## src/rtl/wb_pkg.sv

```systemverilog
// Shared types and constants for the register-file writeback path.
`timescale 1ns/1ps
package wb_pkg;

    localparam int unsigned XLEN   = 32;
    localparam int unsigned REG_AW = 5;
    localparam int unsigned NREGS  = 32;

    // Load funct3 encodings
    localparam logic [2:0] LB  = 3'b000;
    localparam logic [2:0] LH  = 3'b001;
    localparam logic [2:0] LW  = 3'b010;
    localparam logic [2:0] LBU = 3'b100;
    localparam logic [2:0] LHU = 3'b101;

    // Register file length-select encodings
    localparam logic [1:0] LEN_WORD = 2'd0;
    localparam logic [1:0] LEN_HALF = 2'd1;
    localparam logic [1:0] LEN_BYTE = 2'd2;

    // Result chosen by the arbiter for the write port
    typedef struct packed {
        logic [REG_AW-1:0] rd;
        logic [XLEN-1:0]   data;
        logic              err;
    } wb_req_t;

endpackage

```

## src/rtl/load_extend.sv

```systemverilog
// Byte/half/word selection and sign/zero extension of raw load data.
`timescale 1ns/1ps
module load_extend
    import wb_pkg::*;
(
    input  logic [XLEN-1:0] rdata_i,
    input  logic [1:0]      addr_lo_i,
    input  logic [2:0]      funct3_i,
    output logic [XLEN-1:0] data_o,
    output logic            misalign_o,
    output logic            illegal_o
);

    logic [7:0]  byte_sel;
    logic [15:0] half_sel;

    // Lane selection; halves use only the upper address bit so misaligned halves still pick a lane
    always_comb begin
        byte_sel = 8'(rdata_i >> {addr_lo_i, 3'b000});
        half_sel = addr_lo_i[1] ? rdata_i[31:16] : rdata_i[15:0];
    end

    // Extension and error classification by load type
    always_comb begin
        data_o     = rdata_i;
        misalign_o = 1'b0;
        illegal_o  = 1'b0;
        case (funct3_i)
            LB: begin
                data_o = {{24{byte_sel[7]}}, byte_sel};
            end
            LBU: begin
                data_o = {24'h0, byte_sel};
            end
            LH: begin
                data_o     = {{16{half_sel[15]}}, half_sel};
                misalign_o = addr_lo_i[0];
            end
            LHU: begin
                data_o     = {16'h0, half_sel};
                misalign_o = addr_lo_i[0];
            end
            LW: begin
                data_o     = rdata_i;
                misalign_o = (addr_lo_i != 2'b00);
            end
            default: begin
                data_o    = rdata_i;
                illegal_o = 1'b1;
            end
        endcase
    end

endmodule

```

## src/rtl/regfile_writeback.sv

```systemverilog
// Writeback controller: ALU/LSU arbitration, register file write port and busy scoreboard.
`timescale 1ns/1ps
module regfile_writeback
    import wb_pkg::*;
(
    input  logic              clk,
    input  logic              rst_n,
    input  logic              issue_valid,
    input  logic [REG_AW-1:0] issue_rd,
    input  logic [REG_AW-1:0] query_rs1,
    input  logic [REG_AW-1:0] query_rs2,
    output logic              stall,
    input  logic              alu_valid,
    output logic              alu_ready,
    input  logic [REG_AW-1:0] alu_rd,
    input  logic [XLEN-1:0]   alu_data,
    input  logic              lsu_valid,
    output logic              lsu_ready,
    input  logic [REG_AW-1:0] lsu_rd,
    input  logic [XLEN-1:0]   lsu_rdata,
    input  logic [1:0]        lsu_addr_lo,
    input  logic [2:0]        lsu_funct3,
    output logic              wr_en,
    output logic [REG_AW-1:0] write_address,
    output logic [XLEN-1:0]   write_data,
    output logic [1:0]        reg_data_length,
    output logic              load_err,
    output logic [NREGS-1:0]  busy
);

    logic [XLEN-1:0]   ld_data;
    logic              ld_misalign;
    logic              ld_illegal;

    wb_req_t           req;
    logic              req_valid;

    logic              wr_en_q, wr_en_d;
    logic [REG_AW-1:0] write_address_q, write_address_d;
    logic [XLEN-1:0]   write_data_q, write_data_d;
    logic              load_err_q, load_err_d;
    logic [NREGS-1:0]  busy_q, busy_d;

    load_extend u_load_extend (
        .rdata_i    (lsu_rdata),
        .addr_lo_i  (lsu_addr_lo),
        .funct3_i   (lsu_funct3),
        .data_o     (ld_data),
        .misalign_o (ld_misalign),
        .illegal_o  (ld_illegal)
    );

    // Fixed-priority arbiter: the LSU always wins, the ALU waits while a load is offered
    always_comb begin
        lsu_ready = 1'b1;
        alu_ready = !lsu_valid;
        req_valid = lsu_valid | alu_valid;
        req.rd    = alu_rd;
        req.data  = alu_data;
        req.err   = 1'b0;
        if (lsu_valid) begin
            req.rd   = lsu_rd;
            req.data = ld_data;
            req.err  = ld_misalign | ld_illegal;
        end
    end

    // Write port next state; results aimed at x0 are consumed without a write
    always_comb begin
        wr_en_d         = req_valid && (req.rd != '0);
        write_address_d = write_address_q;
        write_data_d    = write_data_q;
        load_err_d      = req_valid && req.err;
        if (wr_en_d) begin
            write_address_d = req.rd;
            write_data_d    = req.data;
        end
    end

    // Scoreboard next state; a new issue overrides a retiring write to the same register
    always_comb begin
        busy_d = busy_q;
        if (wr_en_q) begin
            busy_d[write_address_q] = 1'b0;
        end
        if (issue_valid && (issue_rd != '0)) begin
            busy_d[issue_rd] = 1'b1;
        end
        busy_d[0] = 1'b0;
    end

    // Output register for the register file write port
    always_ff @(posedge clk or negedge rst_n) begin
        if (!rst_n) begin
            wr_en_q         <= 1'b0;
            write_address_q <= '0;
            write_data_q    <= '0;
            load_err_q      <= 1'b0;
        end else begin
            wr_en_q         <= wr_en_d;
            write_address_q <= write_address_d;
            write_data_q    <= write_data_d;
            load_err_q      <= load_err_d;
        end
    end

    // Busy scoreboard register
    always_ff @(posedge clk or negedge rst_n) begin
        if (!rst_n) begin
            busy_q <= '0;
        end else begin
            busy_q <= busy_d;
        end
    end

    // The register file cannot serve reads in a write cycle, so a pending write also stalls issue
    assign stall = busy_q[query_rs1] | busy_q[query_rs2] | wr_en_q;

    assign wr_en           = wr_en_q;
    assign write_address   = write_address_q;
    assign write_data      = write_data_q;
    assign load_err        = load_err_q;
    assign busy            = busy_q;
    assign reg_data_length = LEN_WORD;

endmodule

```

## config.mk

```make
export PLATFORM = sky130hd
export DESIGN_NAME = regfile_writeback
export DESIGN_NICKNAME = d
export VERILOG_FILES = /design/src/rtl/wb_pkg.sv /design/src/rtl/load_extend.sv /design/src/rtl/regfile_writeback.sv
export SDC_FILE = /design/constraint.sdc
export NUM_CORES = 1
export LEC_CHECK = 0
export ABC_CLOCK_PERIOD_IN_PS = 4000
export CAP_MARGIN = 15
export CORE_MARGIN = 2
export CORE_UTILIZATION = 35
export CTS_CLUSTER_DIAMETER = 50
export CTS_CLUSTER_SIZE = 16
export DETAILED_ROUTE_END_ITERATION = 6
export PLACE_DENSITY = 0.68
export SKIP_LAST_GASP = 1
export SLEW_MARGIN = 20
export SYNTH_ARGS = -nofsm -noshare
export SYNTH_HDL_FRONTEND = slang
export SYNTH_SLANG_ARGS = --single-unit
export TNS_END_PERCENT = 10
```

## constraint.sdc

```tcl
create_clock -name clk -period 4 [get_ports clk]
set_input_delay 1.2 -clock clk [delete_from_list [all_inputs] [get_ports clk]]
set_output_delay 1.2 -clock clk [all_outputs]
set_load 0.005 [all_outputs]
```

==> results of run 1 <==
## registers in the layout, summed over array words and instances, names as in the netlist
signal	flops
load_err	1
write_address	5
busy	31
write_data	32
wr_en	1
## power by group through the flow
stage                     clock (mW)  combinational [mW]  sequential [mW]
after floorplan                    0               0.402             1.05
after global placement             0               0.991             1.13
after detailed placement           0                1.01             1.13
after CTS                      0.818                1.03             1.12
after global routing           0.854                1.11             1.15
final                          0.801                1.02             1.12
## metal layers
layer / track usage / vias up / share of wire
met5: 0 / - / 0
met3: 0.0797 / 22 / 0.093
met2: 0.399 / 233 / 0.48
li1: - / 2093 / -
met4: 0.0585 / 0 / 0.019
met1: 0.308 / 2195 / 0.41
## final cells by class
class / instances / area, um2 / area share
Multi-Input combinational cell: 362 / 2280 / 0.353
Timing Repair Buffer: 195 / 1890 / 0.293
Tap cell: 147 / 184 / 0.0285
Clock buffer: 10 / 239 / 0.0370
Sequential cell: 70 / 1750 / 0.271
Inverter: 13 / 48.8 / 0.00756
Clock inverter: 6 / 61.3 / 0.00950
## worst max-delay path by stage
| stage | cells after the start | end | from | slack [ns] |
|---|---|---|---|---|
| floorplan | 6 | stall | query_rs1[0] | 0.46 |
| global placement | 6 | stall | query_rs2[1] | -0.49 |
| detailed placement | 6 | stall | query_rs2[1] | -0.53 |
| CTS | 8 | stall | query_rs2[2] | 0.007 |
| global route | 8 | stall | query_rs2[0] | 0.02 |
| finish | 8 | stall | query_rs2[0] | 0.13 |
## cell usage after synthesis, types with 2 or more instances
| cell type | number |
|---|---|
| a21oi_1 | 18 |
| nor2_1 | 19 |
| or4_1 | 2 |
| clkbuf_1 | 25 |
| nand2_1 | 75 |
| o21ai_0 | 102 |
| dfrtp_1 | 70 |
| nand4_1 | 4 |
| buf_2 | 6 |
| mux2_2 | 6 |
| a31oi_1 | 5 |
| a221oi_1 | 7 |
| o221ai_1 | 5 |
| o221a_2 | 2 |
| buf_4 | 4 |
| inv_1 | 12 |
| a2111oi_0 | 2 |
| mux4_2 | 11 |
| nand3b_1 | 8 |
| buf_1 | 3 |
| nand3_1 | 11 |
| nand2b_1 | 6 |
| mux2i_1 | 13 |
| or3_1 | 2 |
| buf_6 | 3 |
| nor2b_1 | 7 |
| and3_1 | 2 |
| nor3_1 | 8 |
| conb_1 | 2 |
| o2bb2ai_1 | 16 |
| o21ai_1 | 10 |
## kinds of logic after synthesis
logic type,share of synthesized area
other cells,0.00177
flops,0.414
mux,0.105
compound gates,0.253
buf+inv,0.0585
simple gates,0.167
## critical path, stage by stage
cell and delay, ns:
dlygate4sd2_1 0.24, buf_6 0.13, buf_4 0.15, a311oi_2 0.27, nor2_1 0.08, o32a_1 0.36
nand4_1 0.11, buf_2 0.12
## through the flow
step	instance area [um2]	setup TNS, ns
final	6460	0
after global routing	6460	0
after CTS	6450	0
after detailed placement	6100	-0.529
after global placement	6100	-0.491
after floorplan	4240	0
## repair_timing
| item | in CTS | in global routing |
|---|---|---|
| endpoints found under the setup margin | 1 | 1 |
| pin swaps | 3 | 0 |
| resized for setup | 16 | 6 |
| buffers inserted | 2 | 0 |
==> results_dict.tcl, run 1 <==
set metrics [dict create \
    maxSlewViolCount 0 \
    drive_above_1_share 0.105 \
    h-tree-depth 3 \
    rsz0062_at_grt "no" \
    drt_iter0_drc 290 \
    wl_um 15400 \
    slew_headroom 0.413 \
    fin_util 0.542 \
    reg2reg_slack_ns 2.42 \
    hold_slack_ns 0.482 \
    antenna_left 0 \
    drt-pass1-iter-count 5 \
    netlist.area_leader.share 0.414 \
    route.detailed.drc 0 \
    critical_path_class "in -> out" \
    clockRootBuffer "clkbuf_16" \
    power.leakage_nw 2.55 \
    dp.cells 785 \
    final_common_cell "clkdlybuf4s50_1" \
    skew_ns 0.00697 \
    instances_no_fill 803 \
    wl_per_cell_um 19.2 \
    via_count 4543 \
    min_from "write_data[18]$_DFFE_PN0P_" \
    grt_max_degree 43 \
    start_util 0.355 \
    dp_hpwl_um 12000 \
    clock_path_buffers 2 \
    hold_path_class "reg -> reg" \
    cts_buffers 9 \
    yosysTopAreaCell "dfrtp_1" \
    fillers 1119 \
    syn_inst 484 \
    num_rows 40 \
    r2r-start "wr_en$_DFF_PN0_" \
    first_global_vias 4541 \
    finalWorstSetupSlack_ns 0.131 \
    diodes 0 \
    p_switching_uw 922 \
    die-area_mm2 0.0130 \
    gp_congestion 0.925 \
    avgSynthCellArea_um2 8.75 \
    yosys.cell_types.count 49 \
    outcome "completed" \
    reg2regPathDepth 3 \
    max_freq_mhz 258 \
    fin_crit_sh 0.967 \
    core_area_mm2 0.0119 \
    place_ws_ns -0.529 \
    worstPathRequired_ns 2.80 \
    worst_pin_slew_ns 0.880 \
    ctsHoldBuffers 0 \
    min_delay_worst_endpoint "write_data[18]$_DFFE_PN0P_" \
    die_w_um 114 \
    netlist_area_mm2 0.00423 \
    switching_share 0.313 \
    viasPerCell 5.66 \
    yosys_warnings 0 \
    synth_seq_cells 70 \
    irDropWorstVdd_mv 0.200 \
    maxCapViolCount 0 \
    synthTopCellsByArea "dfrtp_1 (41%), o21ai_0 (12%), nand2_1 (6.7%), mux4_2 (5.9%), o2bb2ai_1 (3.3%)" \
    ioPinCount 175 \
    nets 750 \
    antenna_found_initial 0 \
    cp-end-kind "primary output" \
    numClockSinks 70 \
    combPwrFrac 0.347 \
    r2r_end "busy[16]$_DFF_PN0_" \
    portBuffers 170 \
    synth_edf_count 0 \
    final_cell_mix "clkdlybuf4s50_1 (162), o21ai_0 (102), nand2_1 (75), dfrtp_1 (70), buf_4 (21)" \
    cts_tree "yes" \
    crit_fanout 7 \
    gr-total-overflow 0 \
    syn_to_final_growth_pct 52.5 \
    start_kind "input port" \
    grt_pass1_wl_um 24400 \
    power.clock.fraction 0.272 \
    async_reset_ff_frac 1.00 \
    period_minus_slack_ns 3.87 \
    synth-main-ff-cell "dfrtp_1" \
    die_h_um 114 \
    arrival_ns 2.67 \
    power.total_mw 2.95 \
    p_int_mw 2.02 \
    insertion_delay_ns 0.33 \
    setup_viol 0 \
    power_frac_seq 0.381 \
    hold_depth 2 \
    cts.clk_slew.worst_paths_ns 0.06 \
    hold_viol 0 \
    power.density_mw_per_mm2 456 \
    seq_area_frac_synth 0.414 \
    track_usage 0.242 \
]
Note: power is estimated with default switching activity, not from simulation.
==> inputs of run 2 (changes only) <==
--- a/config.mk
+++ b/config.mk
@@ -16,3 +16,2 @@
 export SKIP_LAST_GASP = 1
-export SLEW_MARGIN = 20
 export SYNTH_ARGS = -nofsm -noshare
@@ -20,2 +19,2 @@
 export SYNTH_SLANG_ARGS = --single-unit
-export TNS_END_PERCENT = 10
+export TNS_END_PERCENT = 20
--- a/constraint.sdc
+++ b/constraint.sdc
@@ -3,2 +3,2 @@
 set_output_delay 1.2 -clock clk [all_outputs]
-set_load 0.005 [all_outputs]
+set_load 0.01 [all_outputs]
==> run 2 against run 1 <==
Effect of this change:
- sequential share of layout area fell by 0.19 points
- routed wire length is 0.58% lower
- largest power group unchanged
- cell count grew 0.25%
- die area unchanged
- critical path depth is 1 lower
- clock power grew 5.7%
- via count increased by 0.48%
- flip-flop and latch count is the same
==> results_dict.tcl, run 2 (same netlist as run 1, synthesis figures left out) <==
set metrics [dict create \
    outcome "completed" \
    setup_viol 0 \
    maxSlewViolCount 0 \
    gr-total-overflow 0 \
    ctsHoldBuffers 0 \
    combPwrFrac 0.359 \
    antenna_found_initial 0 \
    irDropWorstVdd_mv 0.190 \
    start_kind "input port" \
    worstPathRequired_ns 2.80 \
    hold_viol 0 \
    antenna_left 0 \
    die_w_um 114 \
    dp_hpwl_um 11900 \
    clock_path_buffers 2 \
    insertion_delay_ns 0.33 \
    fin_crit_sh 0.954 \
    skew_ns 0.00541 \
    h-tree-depth 3 \
    power.leakage_nw 2.57 \
    grt_pass1_wl_um 24400 \
    cts_tree "yes" \
    numClockSinks 70 \
    portBuffers 170 \
    power_frac_seq 0.366 \
    largest_reg_flops 32 \
    via_count 4565 \
    p_int_mw 2.08 \
    clockRootBuffer "clkbuf_16" \
    drive_above_1_share 0.109 \
    drt-pass1-iter-count 5 \
    slew_headroom 0.400 \
    wl_um 15400 \
    first_global_vias 4583 \
    viasPerCell 5.67 \
    cts.clk_slew.worst_paths_ns 0.06 \
    track_usage 0.241 \
    drt_iter0_drc 208 \
    die_h_um 114 \
    final_common_cell "clkdlybuf4s50_1" \
    syn_to_final_growth_pct 53.6 \
    power.clock.fraction 0.276 \
    crit_fanout 3 \
    p_switching_uw 993 \
    start_util 0.355 \
    fillers 1105 \
    diodes 0 \
    period_minus_slack_ns 3.81 \
    core_area_mm2 0.0119 \
    final_cell_mix "clkdlybuf4s50_1 (162), o21ai_0 (102), nand2_1 (75), dfrtp_1 (70), buf_4 (22)" \
    power.density_mw_per_mm2 472 \
    switching_share 0.323 \
    fin_util 0.546 \
    rsz0062_at_grt "no" \
    wl_per_cell_um 19.1 \
    die-area_mm2 0.0130 \
    max_freq_mhz 262 \
    cts_buffers 9 \
    hold_slack_ns 0.483 \
    grt_max_degree 43 \
    arrival_ns 2.61 \
    worst_pin_slew_ns 0.900 \
    hold_path_class "reg -> reg" \
    nets 752 \
    route.detailed.drc 0 \
    critical_path_class "in -> out" \
    cp-end-kind "primary output" \
    num_rows 40 \
    ioPinCount 175 \
    maxCapViolCount 0 \
    gp_congestion 0.925 \
]
## run 2: routing by layer
layer | part of all wire | wire [um] | global-route usage
met3 | 0.094 | 1450 | 0.0739
met1 | 0.41 | 6340 | 0.303
met5 | 0 | 0 | 0
met4 | 0.018 | 271 | 0.0691
met2 | 0.48 | 7300 | 0.403
## run 2: power groups by stage
stage               Sequential (mW)  Clock, mW  Combinational (mW)
global route                   1.16      0.894                1.19
finish                         1.12      0.847                1.10
global placement               1.13          0                1.07
detailed placement             1.13          0                1.08
CTS                            1.12      0.861                1.10
floorplan                      1.12          0               0.403
## run 2: worst paths after layout
path	cells past startpoint	to	slack, ns	start
min in group asynchronous	1	busy[1]$_DFF_PN0_	1.00	rst_n
hold / removal	2	write_data[18]$_DFFE_PN0P_	0.48	write_data[18]$_DFFE_PN0P_
max in group asynchronous	2	write_data[29]$_DFFE_PN0P_	2.22	rst_n
setup / recovery	7	stall	0.19	query_rs1[3]
setup reg to reg	3	busy[20]$_DFF_PN0_	2.41	wr_en$_DFF_PN0_
hold reg to reg	2	write_data[18]$_DFFE_PN0P_	0.48	write_data[18]$_DFFE_PN0P_
## run 2: final cells by class
cell class	instances	area, um2	share of cell area
clock inverter	6	86.3	0.0133
timing repair buffer	197	1920	0.295
clock buffer	10	229	0.0352
tap	147	184	0.0283
sequential	70	1750	0.269
inverter	13	48.8	0.00751
multi-input combinational	362	2280	0.351
## run 2: through the flow
step / setup WS (ns) / cell area (um2) / std cells / setup TNS, ns / power (mW)
after global placement: -0.523 / 6100 / 785 / -0.523 / 2.19
after floorplan: 0.419 / 4240 / 486 / 0 / 1.52
after global routing: 0.0555 / 6500 / 805 / 0 / 3.24
final: 0.186 / 6500 / 805 / 0 / 3.07
after CTS: 0.000947 / 6470 / 804 / 0 / 3.08
after detailed placement: -0.530 / 6100 / 785 / -0.530 / 2.21
## run 2: repair_timing
item                                   in CTS  in global routing
setup endpoints to repair                   1                  1
setup buffers                               3                  1
endpoints found under the hold margin       0                  0
resized for setup                          16                  9
gates cloned                                0                  0
pin swaps                                   3                  2
## run 2: critical path, cell delays in order
cell and delay, ns:
clkdlybuf4s50_1 0.56, mux4_2 0.32, nand2_1 0.09, o211ai_1 0.09
nand4_1 0.10, nand4_1 0.10, buf_2 0.16
